<file path="src/rtl/uart2wb.sv">
// uart2wb: UART-to-Wishbone debug bridge (Wishbone classic master driven by host byte commands).
// Commands: 'W' + addr + data -> ACK (0x06); 'R' + addr -> data bytes; anything else -> NAK (0x15).
// UART 8N1, LSB first, idle high. Multi-byte fields travel MSB first.
// Optional feature macro: UART2WB_TIMEOUT_EN (bus-cycle timeout, replies NAK on expiry).
module uart2wb #(
   parameter int unsigned addr_width     = 32,
   parameter int unsigned data_width     = 32,
   parameter int unsigned clk_per_bit    = 217,
   parameter int unsigned timeout_cycles = 1024
) (
   input  logic                    clock,
   input  logic                    reset,
   input  logic                    uart_rx,
   output logic                    uart_tx,
   output logic                    wb_cyc,
   output logic                    wb_stb,
   output logic                    wb_we,
   output logic [addr_width-1:0]   wb_adr,
   output logic [data_width-1:0]   wb_dat_o,
   output logic [data_width/8-1:0] wb_sel,
   input  logic                    wb_ack,
   input  logic [data_width-1:0]   wb_dat_i
);

   localparam int unsigned ABYTES = addr_width / 8;
   localparam int unsigned DBYTES = data_width / 8;
   localparam int unsigned SEL_W  = data_width / 8;
   localparam int unsigned MAXB   = (ABYTES > DBYTES) ? ABYTES : DBYTES;
   localparam int unsigned BCNT_W = $clog2(MAXB + 1);
   localparam int unsigned CNT_W  = $clog2(clk_per_bit);

   localparam logic [CNT_W-1:0] BIT_LAST = CNT_W'(clk_per_bit - 1);
   localparam logic [CNT_W-1:0] BIT_HALF = CNT_W'(clk_per_bit / 2);

   localparam logic [7:0] CMD_WR  = 8'h57;
   localparam logic [7:0] CMD_RD  = 8'h52;
   localparam logic [7:0] RSP_ACK = 8'h06;
   localparam logic [7:0] RSP_NAK = 8'h15;

   typedef enum logic [1:0] {R_IDLE, R_START, R_DATA, R_STOP} rx_state_e;
   typedef enum logic [2:0] {S_IDLE, S_CMD, S_ADDR, S_DATA, S_BUS, S_RESP} state_e;

   // Single-byte reply placed in the top byte of the response shifter
   function automatic logic [data_width-1:0] resp_byte(input logic [7:0] b);
      logic [data_width-1:0] r;
      r = '0;
      r[data_width-1 -: 8] = b;
      return r;
   endfunction

   // ---------------- RX engine ----------------
   logic             rx_meta_q, rx_sync_q, rx_last_q;
   rx_state_e        rx_state_q, rx_state_d;
   logic [CNT_W-1:0] rx_cnt_q, rx_cnt_d;
   logic [2:0]       rx_bit_q, rx_bit_d;
   logic [7:0]       rx_shift_q, rx_shift_d;
   logic             rx_valid_c, rx_err_c;

   // Two-flop synchroniser plus previous-value flop for falling-edge detection
   always_ff @(posedge clock or negedge reset) begin
      if (!reset) begin
         rx_meta_q <= 1'b1;
         rx_sync_q <= 1'b1;
         rx_last_q <= 1'b1;
      end else begin
         rx_meta_q <= uart_rx;
         rx_sync_q <= rx_meta_q;
         rx_last_q <= rx_sync_q;
      end
   end

   // RX frame tracker: runs in every bridge state so framing never slips
   always_comb begin
      rx_state_d = rx_state_q;
      rx_cnt_d   = rx_cnt_q;
      rx_bit_d   = rx_bit_q;
      rx_shift_d = rx_shift_q;
      rx_valid_c = 1'b0;
      rx_err_c   = 1'b0;
      case (rx_state_q)
         R_IDLE: begin
            if (rx_last_q && !rx_sync_q) begin
               rx_state_d = R_START;
               rx_cnt_d   = '0;
            end
         end
         R_START: begin
            if (rx_cnt_q == BIT_HALF) begin
               rx_cnt_d = '0;
               rx_bit_d = '0;
               // A start bit that is high again at mid-bit was only a glitch
               rx_state_d = rx_sync_q ? R_IDLE : R_DATA;
            end else begin
               rx_cnt_d = rx_cnt_q + CNT_W'(1);
            end
         end
         R_DATA: begin
            if (rx_cnt_q == BIT_LAST) begin
               rx_cnt_d   = '0;
               rx_shift_d = {rx_sync_q, rx_shift_q[7:1]};
               if (rx_bit_q == 3'd7) rx_state_d = R_STOP;
               else                  rx_bit_d   = rx_bit_q + 3'd1;
            end else begin
               rx_cnt_d = rx_cnt_q + CNT_W'(1);
            end
         end
         R_STOP: begin
            if (rx_cnt_q == BIT_LAST) begin
               rx_cnt_d   = '0;
               rx_state_d = R_IDLE;
               rx_valid_c = rx_sync_q;
               rx_err_c   = !rx_sync_q;
            end else begin
               rx_cnt_d = rx_cnt_q + CNT_W'(1);
            end
         end
         default: rx_state_d = R_IDLE;
      endcase
   end

   // RX engine state register
   always_ff @(posedge clock or negedge reset) begin
      if (!reset) begin
         rx_state_q <= R_IDLE;
         rx_cnt_q   <= '0;
         rx_bit_q   <= '0;
         rx_shift_q <= '0;
      end else begin
         rx_state_q <= rx_state_d;
         rx_cnt_q   <= rx_cnt_d;
         rx_bit_q   <= rx_bit_d;
         rx_shift_q <= rx_shift_d;
      end
   end

   // ---------------- Command / bus / reply FSM ----------------
   state_e                state_q, state_d;
   logic [BCNT_W-1:0]     bcnt_q, bcnt_d;
   logic                  we_q, we_d;
   logic [addr_width-1:0] adr_q, adr_d;
   logic [data_width-1:0] dat_q, dat_d;
   logic                  cyc_q, cyc_d;
   logic [SEL_W-1:0]      sel_q, sel_d;
   logic [data_width-1:0] resp_q, resp_d;
   logic [BCNT_W-1:0]     tx_left_q, tx_left_d;
   logic                  tx_active_q, tx_active_d;
   logic [CNT_W-1:0]      tx_cnt_q, tx_cnt_d;
   logic [3:0]            tx_bit_q, tx_bit_d;
   logic                  uart_tx_q, uart_tx_d;
   logic [7:0]            tx_byte_c;

`ifdef UART2WB_TIMEOUT_EN
   localparam int unsigned TO_W = $clog2(timeout_cycles + 1);
   logic [TO_W-1:0] to_cnt_q, to_cnt_d;
`else
   logic unused_timeout_c;
   assign unused_timeout_c = (timeout_cycles == 32'd0);
`endif

   // Next-state: command decode, field shifting, bus handshake, reply serialiser
   always_comb begin
      state_d     = state_q;
      bcnt_d      = bcnt_q;
      we_d        = we_q;
      adr_d       = adr_q;
      dat_d       = dat_q;
      cyc_d       = cyc_q;
      sel_d       = sel_q;
      resp_d      = resp_q;
      tx_left_d   = tx_left_q;
      tx_active_d = tx_active_q;
      tx_cnt_d    = tx_cnt_q;
      tx_bit_d    = tx_bit_q;
      uart_tx_d   = uart_tx_q;
`ifdef UART2WB_TIMEOUT_EN
      to_cnt_d    = to_cnt_q;
`endif
      tx_byte_c   = resp_q[data_width-1 -: 8];

      case (state_q)
         S_IDLE, S_CMD: begin
            if (rx_valid_c) begin
               if (rx_shift_q == CMD_WR || rx_shift_q == CMD_RD) begin
                  we_d    = (rx_shift_q == CMD_WR);
                  bcnt_d  = BCNT_W'(ABYTES - 1);
                  state_d = S_ADDR;
               end else begin
                  resp_d    = resp_byte(RSP_NAK);
                  tx_left_d = '0;
                  state_d   = S_RESP;
               end
            end else if (state_q == S_IDLE) begin
               if (rx_state_q != R_IDLE) state_d = S_CMD;
            end else if (rx_err_c || rx_state_q == R_IDLE) begin
               // Framing error or glitch on a command byte is dropped silently
               state_d = S_IDLE;
            end
         end
         S_ADDR: begin
            if (rx_err_c) begin
               resp_d    = resp_byte(RSP_NAK);
               tx_left_d = '0;
               state_d   = S_RESP;
            end else if (rx_valid_c) begin
               adr_d = (adr_q << 8) | addr_width'(rx_shift_q);
               if (bcnt_q == '0) begin
                  if (we_q) begin
                     bcnt_d  = BCNT_W'(DBYTES - 1);
                     state_d = S_DATA;
                  end else begin
                     cyc_d   = 1'b1;
                     sel_d   = '1;
                     state_d = S_BUS;
                  end
               end else begin
                  bcnt_d = bcnt_q - BCNT_W'(1);
               end
            end
         end
         S_DATA: begin
            if (rx_err_c) begin
               resp_d    = resp_byte(RSP_NAK);
               tx_left_d = '0;
               state_d   = S_RESP;
            end else if (rx_valid_c) begin
               dat_d = (dat_q << 8) | data_width'(rx_shift_q);
               if (bcnt_q == '0) begin
                  cyc_d   = 1'b1;
                  sel_d   = '1;
                  state_d = S_BUS;
               end else begin
                  bcnt_d = bcnt_q - BCNT_W'(1);
               end
            end
         end
         S_BUS: begin
            if (wb_ack) begin
               cyc_d   = 1'b0;
               sel_d   = '0;
               state_d = S_RESP;
               if (we_q) begin
                  resp_d    = resp_byte(RSP_ACK);
                  tx_left_d = '0;
               end else begin
                  resp_d    = wb_dat_i;
                  tx_left_d = BCNT_W'(DBYTES - 1);
               end
`ifdef UART2WB_TIMEOUT_EN
               to_cnt_d = '0;
            end else if (to_cnt_q == TO_W'(timeout_cycles - 1)) begin
               // Limit reached with no ack: abandon the cycle and NAK the host
               cyc_d     = 1'b0;
               sel_d     = '0;
               resp_d    = resp_byte(RSP_NAK);
               tx_left_d = '0;
               to_cnt_d  = '0;
               state_d   = S_RESP;
            end else begin
               to_cnt_d = to_cnt_q + TO_W'(1);
`endif
            end
         end
         S_RESP: begin
            if (!tx_active_q) begin
               tx_active_d = 1'b1;
               uart_tx_d   = 1'b0;
               tx_cnt_d    = '0;
               tx_bit_d    = '0;
            end else if (tx_cnt_q != BIT_LAST) begin
               tx_cnt_d = tx_cnt_q + CNT_W'(1);
            end else begin
               tx_cnt_d = '0;
               if (tx_bit_q == 4'd9) begin
                  // Stop bit has been held a full bit time
                  if (tx_left_q == '0) begin
                     tx_active_d = 1'b0;
                     state_d     = S_IDLE;
                  end else begin
                     tx_left_d = tx_left_q - BCNT_W'(1);
                     resp_d    = resp_q << 8;
                     uart_tx_d = 1'b0;
                     tx_bit_d  = '0;
                  end
               end else begin
                  tx_bit_d  = tx_bit_q + 4'd1;
                  uart_tx_d = (tx_bit_q == 4'd8) ? 1'b1 : tx_byte_c[tx_bit_q[2:0]];
               end
            end
         end
         default: state_d = S_IDLE;
      endcase
   end

   // Bridge state register
   always_ff @(posedge clock or negedge reset) begin
      if (!reset) begin
         state_q     <= S_IDLE;
         bcnt_q      <= '0;
         we_q        <= 1'b0;
         adr_q       <= '0;
         dat_q       <= '0;
         cyc_q       <= 1'b0;
         sel_q       <= '0;
         resp_q      <= '0;
         tx_left_q   <= '0;
         tx_active_q <= 1'b0;
         tx_cnt_q    <= '0;
         tx_bit_q    <= '0;
         uart_tx_q   <= 1'b1;
`ifdef UART2WB_TIMEOUT_EN
         to_cnt_q    <= '0;
`endif
      end else begin
         state_q     <= state_d;
         bcnt_q      <= bcnt_d;
         we_q        <= we_d;
         adr_q       <= adr_d;
         dat_q       <= dat_d;
         cyc_q       <= cyc_d;
         sel_q       <= sel_d;
         resp_q      <= resp_d;
         tx_left_q   <= tx_left_d;
         tx_active_q <= tx_active_d;
         tx_cnt_q    <= tx_cnt_d;
         tx_bit_q    <= tx_bit_d;
         uart_tx_q   <= uart_tx_d;
`ifdef UART2WB_TIMEOUT_EN
         to_cnt_q    <= to_cnt_d;
`endif
      end
   end

   assign uart_tx  = uart_tx_q;
   assign wb_cyc   = cyc_q;
   assign wb_stb   = cyc_q;
   assign wb_we    = we_q;
   assign wb_adr   = adr_q;
   assign wb_dat_o = dat_q;
   assign wb_sel   = sel_q;

endmodule

</file>
<file path="config.mk">
export PLATFORM = sky130hd
export DESIGN_NAME = uart2wb
export DESIGN_NICKNAME = d
export VERILOG_FILES = /design/src/rtl/uart2wb.sv
export SDC_FILE = /design/constraint.sdc
export NUM_CORES = 1
export LEC_CHECK = 0
export CAP_MARGIN = 20
export CORE_MARGIN = 2
export CORE_UTILIZATION = 58
export CTS_CLUSTER_DIAMETER = 100
export DETAILED_ROUTE_END_ITERATION = 16
export PLACE_DENSITY_LB_ADDON = 0.3
export SYNTH_ARGS = -nofsm -noshare
export SYNTH_HDL_FRONTEND = slang
export SYNTH_SLANG_ARGS = --single-unit
</file>
<file path="constraint.sdc">
create_clock -name clock -period 6.5 [get_ports clock]
set_input_delay 1.3 -clock clock [delete_from_list [all_inputs] [get_ports clock]]
set_output_delay 1.3 -clock clock [all_outputs]
set_load 0.05 [all_outputs]
</file>
### After elaboration in Yosys (flattened, before gate mapping)

Index checks and enable logic that the tools add are counted.

* bits in registers: 149
* bits in latches: 0
* memory bits (writable): 0
* ROM bits: 0
* bits of input ports: 36
* memories: 0

* $add $sub $neg: 6
* $mul: 0
* divide/modulo/power cells: 0
* order comparisons: 1
* equal/unequal tests: 49
* shifts and indexed selects: 0
* muxes and demuxes: 102
* bitwise gates (word level): 3
* reductions and logical operators: 27

Operators by type and width (number)
* 2-to-1 mux 32 bit: 9
* one-hot mux 32 bit (4 select lines): 1
* 2-to-1 mux 3 bit: 37
* bitwise OR 32 x 8 -> 32 bit: 2
* 2-to-1 mux 4 bit: 12
* != test 2 bit, second input constant: 24
* 2-to-1 mux 8 bit: 5
* AND reduction 9 bit: 3
* == test 8 x 7 -> 1 bit, second input constant: 3
* one-hot mux 8 bit (3 select lines): 1
* 2-to-1 mux 1 bit: 22
* != test 3 bit, second input constant: 6
* adder 8 x 1 -> 8 bit, second input constant: 2
* one-hot mux 3 bit (5 select lines): 1
* 2-to-1 mux 2 bit: 7
* one-hot mux 3 bit (4 select lines): 1
* one-hot mux 4 bit (3 select lines): 1
* AND reduction 3 bit: 4
* AND reduction 11 bit: 1
* == test 3 bit, second input constant: 3
* logical NOT 3 bit: 3
* one-hot mux 3 bit (3 select lines): 1
* == test 4 bit, second input constant: 2
* == test 8 bit, second input constant: 1
* other kinds (27): 36

### Longest topological paths before layout

Gate-level depths: netlist of run 1.

* depth after elaboration: 8
* mapped depth: 9
* gate-level depth less buffers: 7

### Least setup slack after synthesis of run 1

OpenSTA, ideal clock, no wires.

* kind: input-to-reg
* from: input wb_ack
* to: register resp_q[11]
* library setup time: 0.125 ns
* data arrival time: 2.269 ns
* required time: 6.375 ns
* setup slack: 4.106 ns
* cell stages on the path: 6
* path buffers: 1
* cells stage by stage: nor2_1 -> a21oi_1 -> a31o_2 -> nand3_4 -> buf_12 -> mux2_4

* longest elaborated chain between the ends: 2

RTL lines
* start: declaration: RTL line 21 `input logic wb_ack,`
* != test 2 bit (no source line)
* AND reduction 9 bit (no source line)
* end signal: assignment: RTL line 321 `resp_q <= resp_d;`
* end: declaration: RTL line 144 `logic [data_width-1:0] resp_q, resp_d;`

No other way between the ends.
A chain may end at the register's enable or synchronous reset.

### Worst setup path after layout of run 1

* from: register uart_tx_q, in the netlist uart_tx
* to: output uart_tx

RTL lines
* start: declaration: RTL line 149 `logic uart_tx_q, uart_tx_d;`
* start signal: assignment: RTL line 326 `uart_tx_q <= uart_tx_d;`
* end: declaration: RTL line 14 `output logic uart_tx,`

No word-level cell between the ends.

==> results of run 1 <==
==> per-stage QoR <==
| stage | std cells | hold slack [ns] | instance area (um^2) |
|---|---|---|---|
| floorplan | 560 | 0.3452 | 6839 |
| global placement | 783 | 0.3479 | 7934 |
| detailed placement | 783 | 0.3472 | 7934 |
| CTS | 815 | 0.3564 | 8487 |
| global route | 815 | 0.3582 | 8487 |
| finish | 815 | 0.3557 | 8487 |
==> flip-flops by register name (all words and copies together), names as in the netlist, 3 cells and up, named ones only <==
signal and flops:
bcnt_q 3, rx_shift_q 8, wb_adr 32, rx_cnt_q 8
rx_bit_q 3, tx_left_q 3, wb_dat_o 32, tx_cnt_q 8
state_q 3, resp_q 32, tx_bit_q 4
==> kinds of logic (layout without fill, tap and decap cells) <==
kind of cell / after synthesis / in the layout
xor+xnor: 7 / 7
fa+ha+maj: 13 / 13
flops: 145 / 145
simple gates: 123 / 123
buf+inv: 58 / 170
compound gates: 105 / 105
mux: 109 / 109
==> power by group through the flow <==
stage | combinational [mW] | clock [mW] | sequential (mW)
global placement | 0.720 | 0 | 1.20
finish | 0.756 | 0.907 | 1.21
detailed placement | 0.751 | 0 | 1.22
floorplan | 0.670 | 0 | 1.16
global route | 0.824 | 0.959 | 1.23
CTS | 0.758 | 0.915 | 1.20
==> worst reg2reg max path, delay by kind of cell, from the launching register on <==
family / cells / cell delay, ns
compound gates: 1 / 0.45
flops: 1 / 0.71
mux: 1 / 0.41
simple gates: 2 / 1.03
==> placed cells by master, fill, tap and decap left out, types with 4 or more instances in the layout <==
| cell | instances |
|---|---|
| dfstp_2 | 4 |
| a21oi_1 | 13 |
| nand3_1 | 17 |
| dfrtp_1 | 141 |
| inv_1 | 28 |
| mux2i_1 | 10 |
| mux2_4 | 19 |
| clkdlybuf4s50_1 | 106 |
| nand2_1 | 37 |
| o31ai_1 | 6 |
| nand2b_1 | 5 |
| xor2_1 | 5 |
| ha_1 | 13 |
| mux2_2 | 78 |
| nor2_1 | 23 |
| a22o_1 | 18 |
| nor3_1 | 6 |
| nand3b_1 | 5 |
| inv_6 | 4 |
| and2_1 | 5 |
| clkbuf_16 | 17 |
| a21o_1 | 4 |
| o21ai_0 | 32 |
==> per-layer routing <==
metal	GRT usage (%)	vias up	wire length, um
li1	-	2227	-
met1	30.41	2360	5991
met2	40.52	140	7299
met3	5.832	22	654
met4	7.805	0	246
met5	0	-	0
==> cell type report <==
cell class	instances	area share, %
clock buffer	17	5.013
clock inverter	15	1.504
inverter	28	1.238
multi-input combinational	357	34.42
sequential	145	42.81
tap	143	2.108
timing repair buffer	110	12.90
==> how the worst max path moves through the flow <==
| stage | startpoint | endpoint | slack, ns | cells past startpoint |
|---|---|---|---|---|
| 2_1_floorplan | wb_ack | resp_q[11] | 4.11 | 6 |
| 3_3_place_gp | wb_ack | resp_q[14] | 3.23 | 6 |
| 3_5_place_dp | wb_ack | resp_q[22] | 3.15 | 6 |
| 4_1_cts | wb_sel[2] | wb_cyc | 3.42 | 1 |
| 5_1_grt | wb_sel[2] | wb_cyc | 3.37 | 1 |
| 6_report | uart_tx | uart_tx | 3.43 | 1 |
==> impl_summary.md, run 1 <==
Status
The run finished with clean final reports.

Power and ir drop
Across the VDD grid, the largest voltage drop is roughly 0.0002 V. The design draws between 2 and 3 mW. Of the total power, the clock network draws 31.6%. The share of total power in combinational logic is 26.3%. In this run switching power makes up between 30% and 40% of total power. The switching power of the nets is 0.9731 mW. For this design the ratio of total power to cell area is 338.2 nW/um^2.

The internal portion of total power is 1.898 mW. The part of the power in registers is 42.1%. In this run the static leakage power is 4.001 nW.

Final layout
The combined area of the multi-input logic cells is 2922 um^2. The sequential cells in the finished layout cover a total of approximately 3600 um^2. The post-route netlist has roughly 21% of its cells at a drive strength greater than 1. The area overhead of the layout relative to synthesis is 24.09%. The number of fillers in the final layout is 751.

0 antenna diodes ended up in the layout. The net count reported at finish is 708. The end-of-flow core utilization is 74.01%.

Worst hold path
The startpoint identified for the worst hold timing path is rx_meta_q. Counting instances, the worst hold path has a depth of 0. The worst hold path terminates at rx_sync_q. The class of the tightest hold or removal check is reg2reg.

Placed design
At the placement stage, the worst setup path has a slack of 3.155 ns. At the end of routability-driven placement, the weighted congestion stood at 0.8336. Port buffering added about 110 buffers. The HPWL after detailed placement is approximately 9.5 mm.

Timing
Dividing the final minimum period by the clock period gives a little under half. On the final layout, the worst clock skew is 0.01065 ns. The count of final hold-check violations is 0.

For the pin with the worst max-slew slack, the measured transition is 1.031 ns. Setup violations remaining at the end of the flow were counted as 0. Setup repair after global routing left no endpoint under its margin. Headroom to the max-slew limit came out at a little under a third. The time the worst path needs with I/O delays and setup is between 3 and 4 ns. The maximum achievable frequency is 0.3261 GHz. Once routing completed, OpenROAD measured the worst setup slack at 3.434 ns. The total negative slack is 0 ns.

The number of max-slew violations in the final report is 0.

Worst setup path
The number of cells on the worst reg-to-reg path is 4. The type of the worst setup path is reg2out. STA puts the critical path data arrival time at 1.77 ns. In this run the critical register-to-register path is captured at tx_left_q[1].

STA classifies the critical path startpoint as a register. STA classifies the critical path endpoint as a primary output. The combined buffer and inverter count along the critical path is 1. The worst register-to-register path begins at state_q[0]. In this run the worst path has a maximum fanout of 3.

The signal on the critical path passes through clkdlybuf4s50_1. STA puts the critical path data required time at 5.20 ns. The kind of cell adding the most delay to the critical path is buffers and inverters. The critical path's slowest cell is clkdlybuf4s50_1.

Setup slack on the worst reg-to-reg path comes out at 3.78 ns. For this run, the slowest stage of the critical path takes 0.80 ns.

Logic synthesis
After synthesis, the largest family of logic cells by area is multiplexers. After synthesis, the cell types taking the most area are dfrtp_1, mux2_2, mux2_4, ha_1, o21ai_0. The synthesized netlist occupies a cell area of around 7000 um^2. Among all cell types in the netlist, the one instantiated most often is dfrtp_1.

Counting every net in the synthesized netlist gives 609. The average instance in the mapped netlist occupies 12.21 um^2. After synthesis, the netlist uses 65 different library cells.

The fraction of synthesized cell area taken by the top area cell type is between 50% and 60%. Counting instances in the post-synthesis netlist gives the leading cell types as dfrtp_1, mux2_2, nand2_1. In the synthesized netlist the dominant register cell turns out to be dfrtp_1. The proportion of synthesized area in mux cells is 19.14%. Counting flops with an async set or reset pin after synthesis yields a share of 100.0%. The number of warnings reported in the yosys synthesis log is 0. The synthesized netlist devotes 0.8965% of its cell area to XOR and XNOR gates. The total of flip-flops plus latches after synthesis is 145. The biggest area contributor in the post-synthesis netlist is dfrtp_1. The portion of the post-synthesis area used by sequential elements is 53.13%. The number of enable flip-flop cells after synthesis is 0.

The post-synthesis share of cell area spent on full adders, half adders and majority gates is 2.378%. Summing the areas of all compound-gate instances in the mapped netlist gives 10.74% of the synthesized area. In the synthesized netlist, the number of instances is 560. Of the total synthesized cell area, the portion taken by AND, OR, NAND and NOR gates is 9.568%.

Clocking
In this run, post-CTS repair resized a total of 0 instances. The level count of the clock H-tree is 4. Buffers inserted to repair hold after CTS numbered 0. The post-CTS setup repair buffer count is 0. The insertion delay to the later sink of the worst-skew pair is 0.42 ns. TritonCTS built the clock tree. The number of clock sinks is 145. The clock root buffer is clkbuf_16. The deepest clock path buffer count is 2. Clock-pin slew was measured on the worst setup and hold paths at 0.06 ns. The number of CTS-inserted buffers is 17.

Route
Wires add up to 14.19 mm. Once detail routing completed, the nets flagged for antenna violations numbered 0. In the routed layout, each cell is associated on average with a via count of 5.827. Detailed routing inserted a total of 4749 vias. The wire length per cell is 17.41 um. For this block, the initial DRC count from the detailed router was slightly below 400. For this run, the detailed router's first-pass iteration total came to 5. The post-route DRC violation count is 0.

GRT
The number of antenna violations at the first check in global routing is 0. After global routing the overflow that remains totals 0. The overall routing resource usage is 23.91%.

The number of global-route vias before repair came to 4845. The largest net degree at the start of global routing is 92. The first-pass GRT wire length is 24.01 mm.

Die
In this run the core area contains 39 standard-cell rows. The die is 112.6 um wide. In this run the vertical extent of the chip is 112.6 um. The initial utilization of the core area, before any placement, comes to 59.64%. The number of primary I/O pins is around 110.

After floorplanning, the core was sized to cover 11470 um^2. The floorplan die area is about 13000 um^2.

Job
The max capacitance violation total is 0.
Note: power is estimated with default switching activity, not from simulation.
==> run 2: changes to the inputs <==
Settings changed: CORE_UTILIZATION 58 to 54.
Clock period 6.5 ns to 3.1 ns, I/O delays scaled along.
==> run 2 against run 1 <==
  * Final area grew 1.8%
  * Routed wire length down 0.58%
  * Sequential cell count unchanged
  * Via count hardly changed
  * Non-clock buffer count up 8
  * Setup slack worse by 3.0 ns
  * Global-route usage decreased by 2.1 points
==> impl_summary.md, run 2 (synthesized netlist as in run 1, its figures left out) <==
Placed design
The count of placed standard cells including taps is 819 (+4.6%). The number of port buffers is 107 (unchanged). The half-perimeter wire length of the detailed placement result is 9.720 mm (+2.3%). The placer's final routability congestion estimate is 0.8235 (-1.2%).

Die
The number of placement rows is 41 (+5.1%). The height of the die is 116.5 um (+3.5%). The width of the chip came to 116.5 um (+3.5%). The initial cell density of the core is 54.64% (-5.0 points). The floorplan die area came to 13580 um^2 (+7.1%). The core area is 12520 um^2 (+9.2%). The number of primary I/O pins was 108 (unchanged).

Timing
The maximum achievable frequency is about 0.38 GHz. The count of final hold-check violations is 0 (unchanged). The smallest clock period supported by the final layout is computed as 2.647 ns. The tightest hold margin is 0.1571 ns (-0.1986 ns).

The final count of negative-setup-slack endpoints is 0 (unchanged). The measured slew at the worst slew-check pin is 0.9904 ns (-0.04044 ns). Setup repair after global routing left no endpoint under its margin.

The worst-case clock skew was 0.01023 ns (-0.0004201 ns). The number of max-slew violations in the final report came to 0 (unchanged). The final critical path takes up 85.39% of the cycle.

The headroom to the max-slew limit came to 33.14% (+2.3 points). The total negative slack was 0 ns (unchanged).

Worst setup path
STA classifies the critical path endpoint as a register. The top fanout value on the critical path came to 35 (+32). The startpoint type of the worst setup path is a register. The data required time at the worst endpoint is 3.40 ns (-1.80 ns). The critical path in this run is classified as reg2reg. The data arrival time of the worst path came to 2.95 ns (+1.18 ns).

Job
The max capacitance violation total is 0 (unchanged).

Power and ir drop
The largest voltage drop on the vdd net is 0.0004730 V (+140%). The power density over cell area is 717.6 nW/um^2 (+110%). The leakage dissipation is 4.071 nW (+1.8%).

Route
The wire length per cell is 16.56 um (-4.9%). The vias after detailed routing is 4750 (+0.021%). The violation count after the first detailed-routing iteration was 366 (-6.2%). The post-route DRC violation count is 0 (unchanged).

The count of antenna-violating nets left after detailed routing is 0 (unchanged). The number of search-and-repair iterations in the first detailed-routing pass is 6 (+1). The total routed wirelength is 14.11 mm (-0.58%). The via density per instance was 5.575 (-4.3%).

Final layout
The count of non-filler cells in the finished layout is 852 (+4.5%). The area overhead of the layout relative to synthesis is 26.29%. The number of fillers in the final layout is 955 (+27%). The net count reported at finish is 716 (+1.1%). The antenna diode count was 0 (unchanged). The top cell types in the final layout, fill and taps aside, are dfrtp_1, clkdlybuf4s50_1, mux2_2, nand2_1, o21ai_0. The share of layout cells above drive strength 1 is 22.21% (+0.78 points).

The library cell used most frequently in the layout, excluding fill and tap cells, is dfrtp_1.

GRT
The total congestion overflow is 0 (unchanged). The first-pass GRT wire length is 23.20 mm (-3.4%). The number of global-route vias before repair is 4802 (-0.89%).

The number of antenna violations at the first check in global routing came to 0 (unchanged). The largest net degree at the start of global routing is 59 (-36%). The overall routing resource usage came to 21.83% (-2.1 points).

Clocking
The deepest clock path buffer count is 2 (unchanged). The level count of the clock H-tree is 4 (unchanged). TritonCTS built the clock tree.

The clock root buffer is clkbuf_16. The clock-pin slew of the registers on the worst-case setup and hold paths is 0.06 ns (about the same). The insertion delay to the later sink of the worst-skew pair is 0.42 ns (about the same). The count of cells resized by post-cts repair is 0 (unchanged). The number of clock sinks was 145 (unchanged). The number of hold buffers added after cts is 0 (unchanged). The number of CTS-inserted buffers is 17 (unchanged). The post-CTS setup repair buffer count was 0 (unchanged).

Status
The run finished with clean final reports.

Worst hold path
In this run the worst hold path is classified as in2async.
[run 2: cell type report]
class | instances | area [um^2] | share of cell area (%)
Sequential cell | 145 | 3633 | 42.07
Multi-Input combinational cell | 357 | 2922 | 33.83
Timing Repair Buffer | 118 | 1152 | 13.34
Clock buffer | 22 | 484.2 | 5.606
Tap cell | 172 | 215.2 | 2.492
Clock inverter | 10 | 125.1 | 1.449
Inverter | 28 | 105.1 | 1.217
[run 2: worst max-delay path: stages, from the launching register on]
cell	delay [ns]
dfrtp_1	0.42
nand4bb_1	0.28
or3_1	0.47
a311o_1	0.45
nand3_4	0.50
mux2_2	0.41
[run 2: final timing paths]
check                      cells past startpoint     endpoint           from  slack [ns]
max                                            5    resp_q[9]  rx_shift_q[5]        0.45
min                                            1    wb_adr[0]          reset        0.16
max reg2reg                                    5    resp_q[9]  rx_shift_q[5]        0.45
min reg2reg                                    0    rx_sync_q      rx_meta_q        0.36
max in group asynchronous                      3  wb_dat_o[8]          reset        1.96
min in group clock                             0    rx_sync_q      rx_meta_q        0.36
[run 2: metrics by stage]
stage | worst slack [ns] | total power [mW] | util [%] | area, um^2
global route | 0.2612 | 6.498 | 69.00 | 8637
finish | 0.4528 | 6.198 | 69.00 | 8637
global placement | 0.5169 | 4.057 | 64.09 | 8023
CTS | 0.4729 | 6.213 | 68.96 | 8632
detailed placement | 0.4101 | 4.142 | 64.09 | 8023
floorplan | 0.9535 | 3.826 | - | 6839
[run 2: power by group]
group	total, mW	internal (mW)	switching (mW)
clock	2.06	1.28	0.785
sequential	2.53	2.19	0.339
combinational	1.61	0.759	0.850
total	6.20	4.22	1.97
[run 2: layer usage]
layer	share of wire, %	global-route usage, %	wire [um]	vias up
li1	-	-	-	2240
met1	44	28.98	6186	2347
met2	50	35.93	7060	142
met3	4.7	4.359	658	21
met4	1.5	8.000	206	0
met5	0	0	0	-
